### config.mk
export PLATFORM = sky130hd
export DESIGN_NAME = ram_port_arbiter
export DESIGN_NICKNAME = d
export VERILOG_FILES = /design/src/rtl/ram_port_arbiter_pkg.sv /design/src/rtl/ram_port_arbiter_rr_pick.sv /design/src/rtl/ram_port_arbiter.sv
export SDC_FILE = /design/constraint.sdc
export NUM_CORES = 1
export LEC_CHECK = 0
export CORE_MARGIN = 4
export CORE_UTILIZATION = 38
export DETAILED_ROUTE_END_ITERATION = 10
export PLACE_DENSITY = 0.81
export SYNTH_ARGS = -nofsm -noshare
export SYNTH_HDL_FRONTEND = slang
export SYNTH_SLANG_ARGS = --single-unit
### constraint.sdc
create_clock -name clk -period 2.6 [get_ports clk]
set_input_delay 0.26 -clock clk [delete_from_list [all_inputs] [get_ports clk]]
set_output_delay 0.26 -clock clk [all_outputs]
set_load 0.01 [all_outputs]
### src/rtl/ram_port_arbiter_pkg.sv
// ---------------------------------------------------------------------------
// ram_port_arbiter_pkg
// Shared definitions for the RAM port arbiter family.
//   - tag_width(): width of a requester index (clog2 of requester count)
//   - MAX_NREQ / MAX_TAG_W: largest supported requester count and its tag
//   - MAX_RD_LAT: deepest RAM read latency the tag pipeline is meant for
//   - lock_state_t: encoding of the optional burst-lock state
// No ports (package).
// ---------------------------------------------------------------------------
package ram_port_arbiter_pkg;

  localparam int MAX_NREQ   = 8;
  localparam int MAX_TAG_W  = 3;
  localparam int MAX_RD_LAT = 3;

  typedef enum logic {
    LOCK_IDLE = 1'b0,
    LOCK_HELD = 1'b1
  } lock_state_t;

  // A single requester still needs a one-bit tag.
  function automatic int tag_width(input int n);
    return (n <= 1) ? 1 : $clog2(n);
  endfunction

endpackage

### src/rtl/ram_port_arbiter_rr_pick.sv
// ---------------------------------------------------------------------------
// rr_pick
// Combinational rotate-priority encoder. Returns the first set bit of
// 'eligible' searching upward from (ptr+1) mod N with wrap-around.
// Ports:
//   eligible  in  N   candidate requesters
//   ptr       in  TW  index of the most recent winner
//   winner    out TW  index of the selected requester (0 when none)
//   any       out 1   at least one requester is eligible
// ---------------------------------------------------------------------------
module rr_pick #(
  parameter int N  = 4,
  parameter int TW = 2
) (
  input  logic [N-1:0]  eligible,
  input  logic [TW-1:0] ptr,
  output logic [TW-1:0] winner,
  output logic          any
);

  logic [TW-1:0] idx;

  // Scan from the farthest position back to the nearest so the nearest
  // eligible requester after ptr is the last one written and thus wins.
  always_comb begin
    winner = '0;
    any    = 1'b0;
    idx    = '0;
    for (int k = N; k >= 1; k--) begin
      idx = TW'((int'(ptr) + k) % N);
      if (eligible[idx]) begin
        winner = idx;
        any    = 1'b1;
      end
    end
  end

endmodule

### src/rtl/ram_port_arbiter.sv
// ---------------------------------------------------------------------------
// ram_port_arbiter
// Shares one synchronous block-RAM port between NREQ requesters using
// round-robin arbitration. One RAM command per cycle; read data is routed
// back to the issuing requester with a one-cycle rvalid pulse, RD_LAT+1
// cycles after its gnt.
// Optional macro RAM_ARB_LOCK_EN adds a 'lock' input: a winner holding lock
// keeps the port every cycle until it drops lock or req.
// Ports:
//   clk, rst_n        clock, asynchronous active-low reset
//   req, we           per-requester request (level) and write enable
//   addr, wdata       flattened per-requester address / write data
//   lock              (RAM_ARB_LOCK_EN only) per-requester burst lock
//   gnt, rvalid       one-hot grant pulse / read-data-valid pulse
//   rdata             shared read data, valid with rvalid
//   ram_addr/din/we   RAM command port
//   ram_dout          RAM read data
// ---------------------------------------------------------------------------
module ram_port_arbiter
  import ram_port_arbiter_pkg::*;
#(
  parameter int NREQ   = 4,
  parameter int AW     = 11,
  parameter int DW     = 32,
  parameter int RD_LAT = 1
) (
  input  logic              clk,
  input  logic              rst_n,
  input  logic [NREQ-1:0]   req,
  input  logic [NREQ-1:0]   we,
  input  logic [NREQ*AW-1:0] addr,
  input  logic [NREQ*DW-1:0] wdata,
`ifdef RAM_ARB_LOCK_EN
  input  logic [NREQ-1:0]   lock,
`endif
  output logic [NREQ-1:0]   gnt,
  output logic [NREQ-1:0]   rvalid,
  output logic [DW-1:0]     rdata,
  output logic [AW-1:0]     ram_addr,
  output logic [DW-1:0]     ram_din,
  output logic              ram_we,
  input  logic [DW-1:0]     ram_dout
);

  localparam int TW = tag_width(NREQ);

  logic [TW-1:0]   ptr;
  logic [TW-1:0]   winner;
  logic            any;
  logic [NREQ-1:0] eligible;
  logic [TW-1:0]   grant_idx;
  logic            grant_valid;

  // Stage 0 is loaded at the grant edge; stage RD_LAT lines up with the
  // edge where ram_dout holds the data for that command.
  logic [RD_LAT:0] tag_vld;
  logic [TW-1:0]   tag_id [0:RD_LAT];

  rr_pick #(.N(NREQ), .TW(TW)) u_pick (
    .eligible (eligible),
    .ptr      (ptr),
    .winner   (winner),
    .any      (any)
  );

`ifdef RAM_ARB_LOCK_EN
  lock_state_t state, state_next;

  // While locked the owner is always ptr, since every grant updates ptr.
  always_ff @(posedge clk or negedge rst_n) begin
    if (!rst_n) state <= LOCK_IDLE;
    else        state <= state_next;
  end

  // Masking with the registered gnt stops a requester winning on two
  // consecutive cycles, except for a locked owner which bursts freely.
  always_comb begin
    eligible    = req & ~gnt;
    state_next  = state;
    grant_idx   = winner;
    grant_valid = any;
    if (state == LOCK_HELD && lock[ptr] && req[ptr]) begin
      grant_idx   = ptr;
      grant_valid = 1'b1;
    end else begin
      state_next = (any && lock[winner]) ? LOCK_HELD : LOCK_IDLE;
    end
  end
`else
  // Masking with the registered gnt stops a requester winning on two
  // consecutive cycles, so a lone requester gets every other cycle.
  always_comb begin
    eligible    = req & ~gnt;
    grant_idx   = winner;
    grant_valid = any;
  end
`endif

  // Present the winner's command to the RAM in the same cycle gnt is high.
  // ram_addr and ram_din hold their last value while idle.
  always_ff @(posedge clk or negedge rst_n) begin
    if (!rst_n) begin
      gnt      <= '0;
      ram_we   <= 1'b0;
      ram_addr <= '0;
      ram_din  <= '0;
      ptr      <= TW'(NREQ - 1);
    end else if (grant_valid) begin
      gnt      <= NREQ'(1) << grant_idx;
      ram_we   <= we[grant_idx];
      ram_addr <= addr[grant_idx*AW +: AW];
      ram_din  <= wdata[grant_idx*DW +: DW];
      ptr      <= grant_idx;
    end else begin
      gnt    <= '0;
      ram_we <= 1'b0;
    end
  end

  // Tag pipeline: only reads enter it, so writes never produce rvalid.
  // Responses leave in issue order; reset discards anything in flight.
  always_ff @(posedge clk or negedge rst_n) begin
    if (!rst_n) begin
      tag_vld <= '0;
      for (int i = 0; i <= RD_LAT; i++) tag_id[i] <= '0;
      rvalid  <= '0;
      rdata   <= '0;
    end else begin
      tag_vld[0] <= grant_valid & ~we[grant_idx];
      tag_id[0]  <= grant_idx;
      for (int i = 1; i <= RD_LAT; i++) begin
        tag_vld[i] <= tag_vld[i-1];
        tag_id[i]  <= tag_id[i-1];
      end
      if (tag_vld[RD_LAT]) begin
        rvalid <= NREQ'(1) << tag_id[RD_LAT];
        rdata  <= ram_dout;
      end else begin
        rvalid <= '0;
      end
    end
  end

endmodule

Word level (Yosys, flattened, before mapping)
Cells that the tools add are included.
Operators by class
  magnitude comparators: 5
  multipliers: 1
  bitwise operators: 4
  multiplexer cells: 21
  shifts and indexed selects: 4
  add/subtract/negate cells: 4
Operators with widths (number)
  128-bit by 8-bit indexed part select with 32-bit output: 1
  44-bit by 7-bit indexed part select with 11-bit output: 1
  2-bit by 3-bit < comparator with 1-bit output (second input constant): 5
  1-bit binary-select mux with 2-bit select: 5
  1-bit two-way mux: 10
  2-bit two-way mux: 4
  4-bit two-way mux: 2
  1-bit by 2-bit << shifter with 4-bit output (first input constant): 2
  2-bit by 4-bit multiplier with 6-bit output (second input constant): 1
  2-bit by 1-bit adder with 2-bit output (second input constant): 2
  2-bit adder (second input constant): 2
  4-bit bitwise AND: 1
  4-bit inverter: 1
  1-bit bitwise AND: 1
  1-bit inverter: 1
Storage, ports and cells
  logic and storage cells: 49
  output and inout bits: 84
  register bits: 92
  input bits: 214

Logic depth before layout (Yosys ltp)
  depth in word-level cells: 12
  mapped depth: 9
  mapped depth without buffers: 6

Modules after synthesis
Synthesis repeated with hierarchy kept, for this count alone.
Second synthesis, totals
  cells, all modules: 360
  area, all modules: 4545.6 um2
By module, submodules not included
  ram_port_arbiter: instances 1, area an instance 4454.3 um2, seq. area each 2304.7 um2, cells an instance 346
  rr_pick: instances 1, area an instance 91.3 um2, seq. area each 0.0 um2, cells an instance 14

Worst setup path after synthesis
OpenSTA, ideal clock, no wires.
  path kind: flip-flop to flip-flop
  start point: reg ptr[1]
  end point: reg ram_din[3]
  stages on the path, launching flop included: 10
  path buffers: 4
  setup time: 0.132 ns
  arrival time: 1.809 ns
  slack: 0.659 ns
  clock period less this slack: 1.941 ns
  data required time: 2.468 ns
  cells stage by stage: dfstp_2 > buf_4 > nor3b_1 > a32oi_2 > and3_1 > buf_4 > buf_12 > buf_8 > mux2i_1 > o211ai_2
Between the ends
  word-level cells in the longest chain between the ends: 8
  elaborated cells between the ends (all ways): 21
  those cells by class: add/sub: 4; shift: 1; mux: 16
RTL lines
  start: declaration: line ram_port_arbiter.sv:47  | logic [TW-1:0] ptr;
  start signal: assignment: line ram_port_arbiter.sv:107  | ptr <= TW'(NREQ - 1);
  start signal: assignment: line ram_port_arbiter.sv:113  | ptr <= grant_idx;
  2-bit by 1-bit adder with 2-bit output: line ram_port_arbiter_rr_pick.sv:30  | idx = TW'((int'(ptr) + k) % N);
  1-bit binary-select mux with 2-bit select: line ram_port_arbiter_rr_pick.sv:31  | if (eligible[idx]) begin
  1-bit two-way mux (not written as such): line ram_port_arbiter_rr_pick.sv:31
  2-bit two-way mux (4 in series): line ram_port_arbiter_rr_pick.sv:31
  128-bit by 8-bit indexed part select with 32-bit output: line ram_port_arbiter.sv:112  | ram_din <= wdata[grant_idx*DW +: DW];
  end signal: assignment: line ram_port_arbiter.sv:112
  end: declaration: line ram_port_arbiter.sv:40  | output logic [DW-1:0] ram_din,
Parallel ways exist; a longest one is shown, timed or not. The select of a mux whose other input is x is not followed.
A chain may end at the register's enable or synchronous reset.

Worst setup path after layout
  start point: in req[1]
  end point: reg ram_din[13]
Between the ends
  word-level cells in the longest chain between the ends: 8
  elaborated cells between the ends (all ways): 18
  those cells by class: shift: 1; mux: 16; bitwise: 1
RTL lines
  start: declaration: line ram_port_arbiter.sv:29  | input logic [NREQ-1:0] req,
  4-bit bitwise AND *: line ram_port_arbiter.sv:93  | eligible = req & ~gnt;
  1-bit binary-select mux with 2-bit select: line ram_port_arbiter_rr_pick.sv:31
  1-bit two-way mux (not written as such): line ram_port_arbiter_rr_pick.sv:31
  2-bit two-way mux (4 in series): line ram_port_arbiter_rr_pick.sv:31
  128-bit by 8-bit indexed part select with 32-bit output: line ram_port_arbiter.sv:112
Every way passes the cells marked *; elsewhere a longest branch is shown, timed or not. The select of a mux whose other input is x is not followed.

==> flow_summary.toml <==
[worst_setup_path]
crit_end = "ram_din[13]"
crit_start = "req[1]"
cp.required_ns = 2.83
crit_chain = "clkdlybuf4s50_1 -> nor2b_1 -> a32oi_4 -> and3_2 -> inv_2 -> a211oi_1 -> a211oi_1"
cp.depth = 7
arrival_ns = 2.34
cp_max_fo = 22
cp-start-kind = "input port"
max_stage_delay_ns = 0.50
cpMaxStageDelayCell = "clkdlybuf4s50_1"
r2r_cells = 6
crit_buf_inv = 2
critPathKind = "in -> reg"
r2r-start = "ptr[1]"
crit_family = "buffers and inverters"
r2r-end = "ram_din[13]"
cpMostUsedCell = "a211oi_1"
endpoint_kind = "flip-flop"
reg2reg_slack_ns = 0.52

[status]
outcome = "finished, violations left"
violations = "hold timing"

[yosys]
syn_area_per_cell_um2 = 10.5
synthTopCellsByArea = "dfrtp_1, mux2i_1, and4_1"
synth_area_um2 = 5040
yosysSeqAreaShare_pct = 45.7
synth_top_cell_area_share_pct = 44.7
yosys_warnings = 0
yosys_register_bits = 92
syn_nets = 695
yosysTopAreaCell = "dfrtp_1"
synth_cells = 481
synthDistinctLibCells = 37

[grt]
grt_pass1_wl_um = 26800
grt_remaining_overflow = 0
grt_start_max_net_pins = 62
antenna_found_initial = 0
grtUsageTotal_pct = 22.6
grt_pass1_vias = 5189

[final_layout]
num-nets-final = 974
fin_cells = 938
final_cell_mix = "clkdlybuf4s50_1, dfrtp_1, mux2i_1, and4_1, a211oi_1"
final_common_cell = "clkdlybuf4s50_1"
drive_above_1_share_pct = 10.3
area_growth_syn_to_layout_pct = 68.0

[timing]
tightestPinTransition_ns = 0.772
max_freq_mhz = 474
drv_slew = 0
finClkSkew_ns = 0.00789
hold_slack_ns = -0.0107
min_period_ns = 2.11
hold_viol = 5
finalSetupViolCount = 0
fin_setup_tns_ns = 0
max_slew_margin_pct = 48.5
fin_crit_sh_pct = 81.1
rsz0062_at_grt = "false"

[detailed_routing]
avgRoutedWirePerCell_um = 18.5
drt_iter0_markers = 229
postRouteAntennaNets = 0
postRouteWirelength_um = 17400
viasPerCell = 5.31
drcViolationCount = 0
vias = 4980
drtPass1Iterations = 4

[clocking]
ctsHoldBuffers = 0
numCtsBuffers = 9
postCtsSetupRepairBufs = 0
cts_buffer_depth = 2
cts_tree = "yes"
cts_sinks = 92
cts-root-buf = "clkbuf_16"
clk_pin_slew_ns = 0.07
htree_levels = 3
cts_resized = 0
clk_latency_ns = 0.33

[floorplan]
rows = 41
io_pins = 298
die-area_um2 = 15200
die_w_um = 123
dieHeight_um = 123
start_util_pct = 39.3
core-area_um2 = 12800

[placed_design]
io_buffer_count = 297
hpwl_um = 13600
gp_congestion = 0.848
dp.cells = 921

[power_and_ir_drop]
power_mw = 9.20
power.density_nw_per_um2 = 1090
leakage_nw = 3.48
ir_drop_uv = 806

[worst_hold_path]
worstHoldPathType = "in -> async"

[flow_run]
cap_violations = 0
==> state kept, by name, summed over array words and instances (netlist names) <==
register  count
gnt           4
ram_we        1
tag_id        4
ptr           2
ram_din      32
ram_addr     11
rdata        32
tag_vld       2
rvalid        4
==> layer usage <==
metal  part of all wire [%]  GRT usage (%)
met4                    2.7           9.00
met5                      0              0
met1                     38           26.3
met2                     50           39.4
met3                    9.0           6.08
==> worst min path at each step <==
stage           endpoint       from  slack, ns  cells after the start
3_5_place_dp   tag_id[0]  tag_id[2]       0.34                      0
4_1_cts        rdata[15]      rst_n       0.02                      1
3_3_place_gp   tag_id[1]  tag_id[3]       0.33                      0
5_1_grt        rdata[20]      rst_n       0.06                      1
6_report       rdata[15]      rst_n      -0.01                      1
2_1_floorplan     gnt[0]      rst_n      -0.04                      0
==> report_power, final <==
| group | total, mW | leakage [nW] | internal, mW | switching (mW) |
|---|---|---|---|---|
| combinational | 5.28 | 2.24 | 2.77 | 2.51 |
| sequential | 2.60 | 1.09 | 2.18 | 0.418 |
| clock | 1.32 | 0.150 | 0.776 | 0.544 |
| total | 9.20 | 3.48 | 5.73 | 3.47 |
==> cell usage after synthesis (all sizes together) <==
| cell type | count |
|---|---|
| a31oi | 27 |
| mux2i | 45 |
| mux2 | 32 |
| o211ai | 28 |
| and3 | 2 |
| a22o | 1 |
| nand2 | 32 |
| clkbuf | 32 |
| nor4b | 1 |
| a211oi | 34 |
| a21oi | 1 |
| inv | 29 |
| nor3b | 2 |
| o22ai | 1 |
| buf | 15 |
| and4 | 44 |
| dfstp | 2 |
| a41oi | 1 |
| nand3 | 1 |
| nor2b | 3 |
| o21ai | 26 |
| and3b | 1 |
| a32oi | 1 |
| nor2 | 23 |
| a211o | 1 |
| nand2b | 4 |
| dfrtp | 90 |
| nand4 | 2 |
==> cell type report <==
cell class / instances / area, µm²
clock buffers: 11 / 243
clock inverters: 5 / 57.6
well taps: 172 / 215
repair buffers: 315 / 3130
multi-input cells: 313 / 2410
fillers: 1020 / 4350
diodes: 1 / 2.50
flip-flops and latches: 92 / 2300
inverters: 29 / 109
==> stage by stage <==
stage | hold WS (ns) | util (%) | worst slack, ns | area (µm²)
6_report | -0.0107 | 66.1 | 0.491 | 8470
3_5_place_dp | 0.336 | 63.7 | 0.195 | 8170
2_1_floorplan | -0.0356 | - | 0.659 | 5040
3_3_place_gp | 0.333 | 63.7 | 0.259 | 8170
5_1_grt | 0.0575 | 66.0 | 0.330 | 8470
4_1_cts | 0.0226 | 66.0 | 0.503 | 8470
==> kinds of logic (layout without fill, tap and decap cells) <==
family	count (synthesis)	after routing	synth area share [%]
AO/OA/AOI/OAI	121	121	16.8
AND/OR/NAND/NOR	115	115	14.1
flip-flops	92	92	45.7
multiplexers	77	77	16.1
buffers and inverters	76	360	7.32
other	0	1	0
Note: power is estimated with default switching activity, not from simulation.
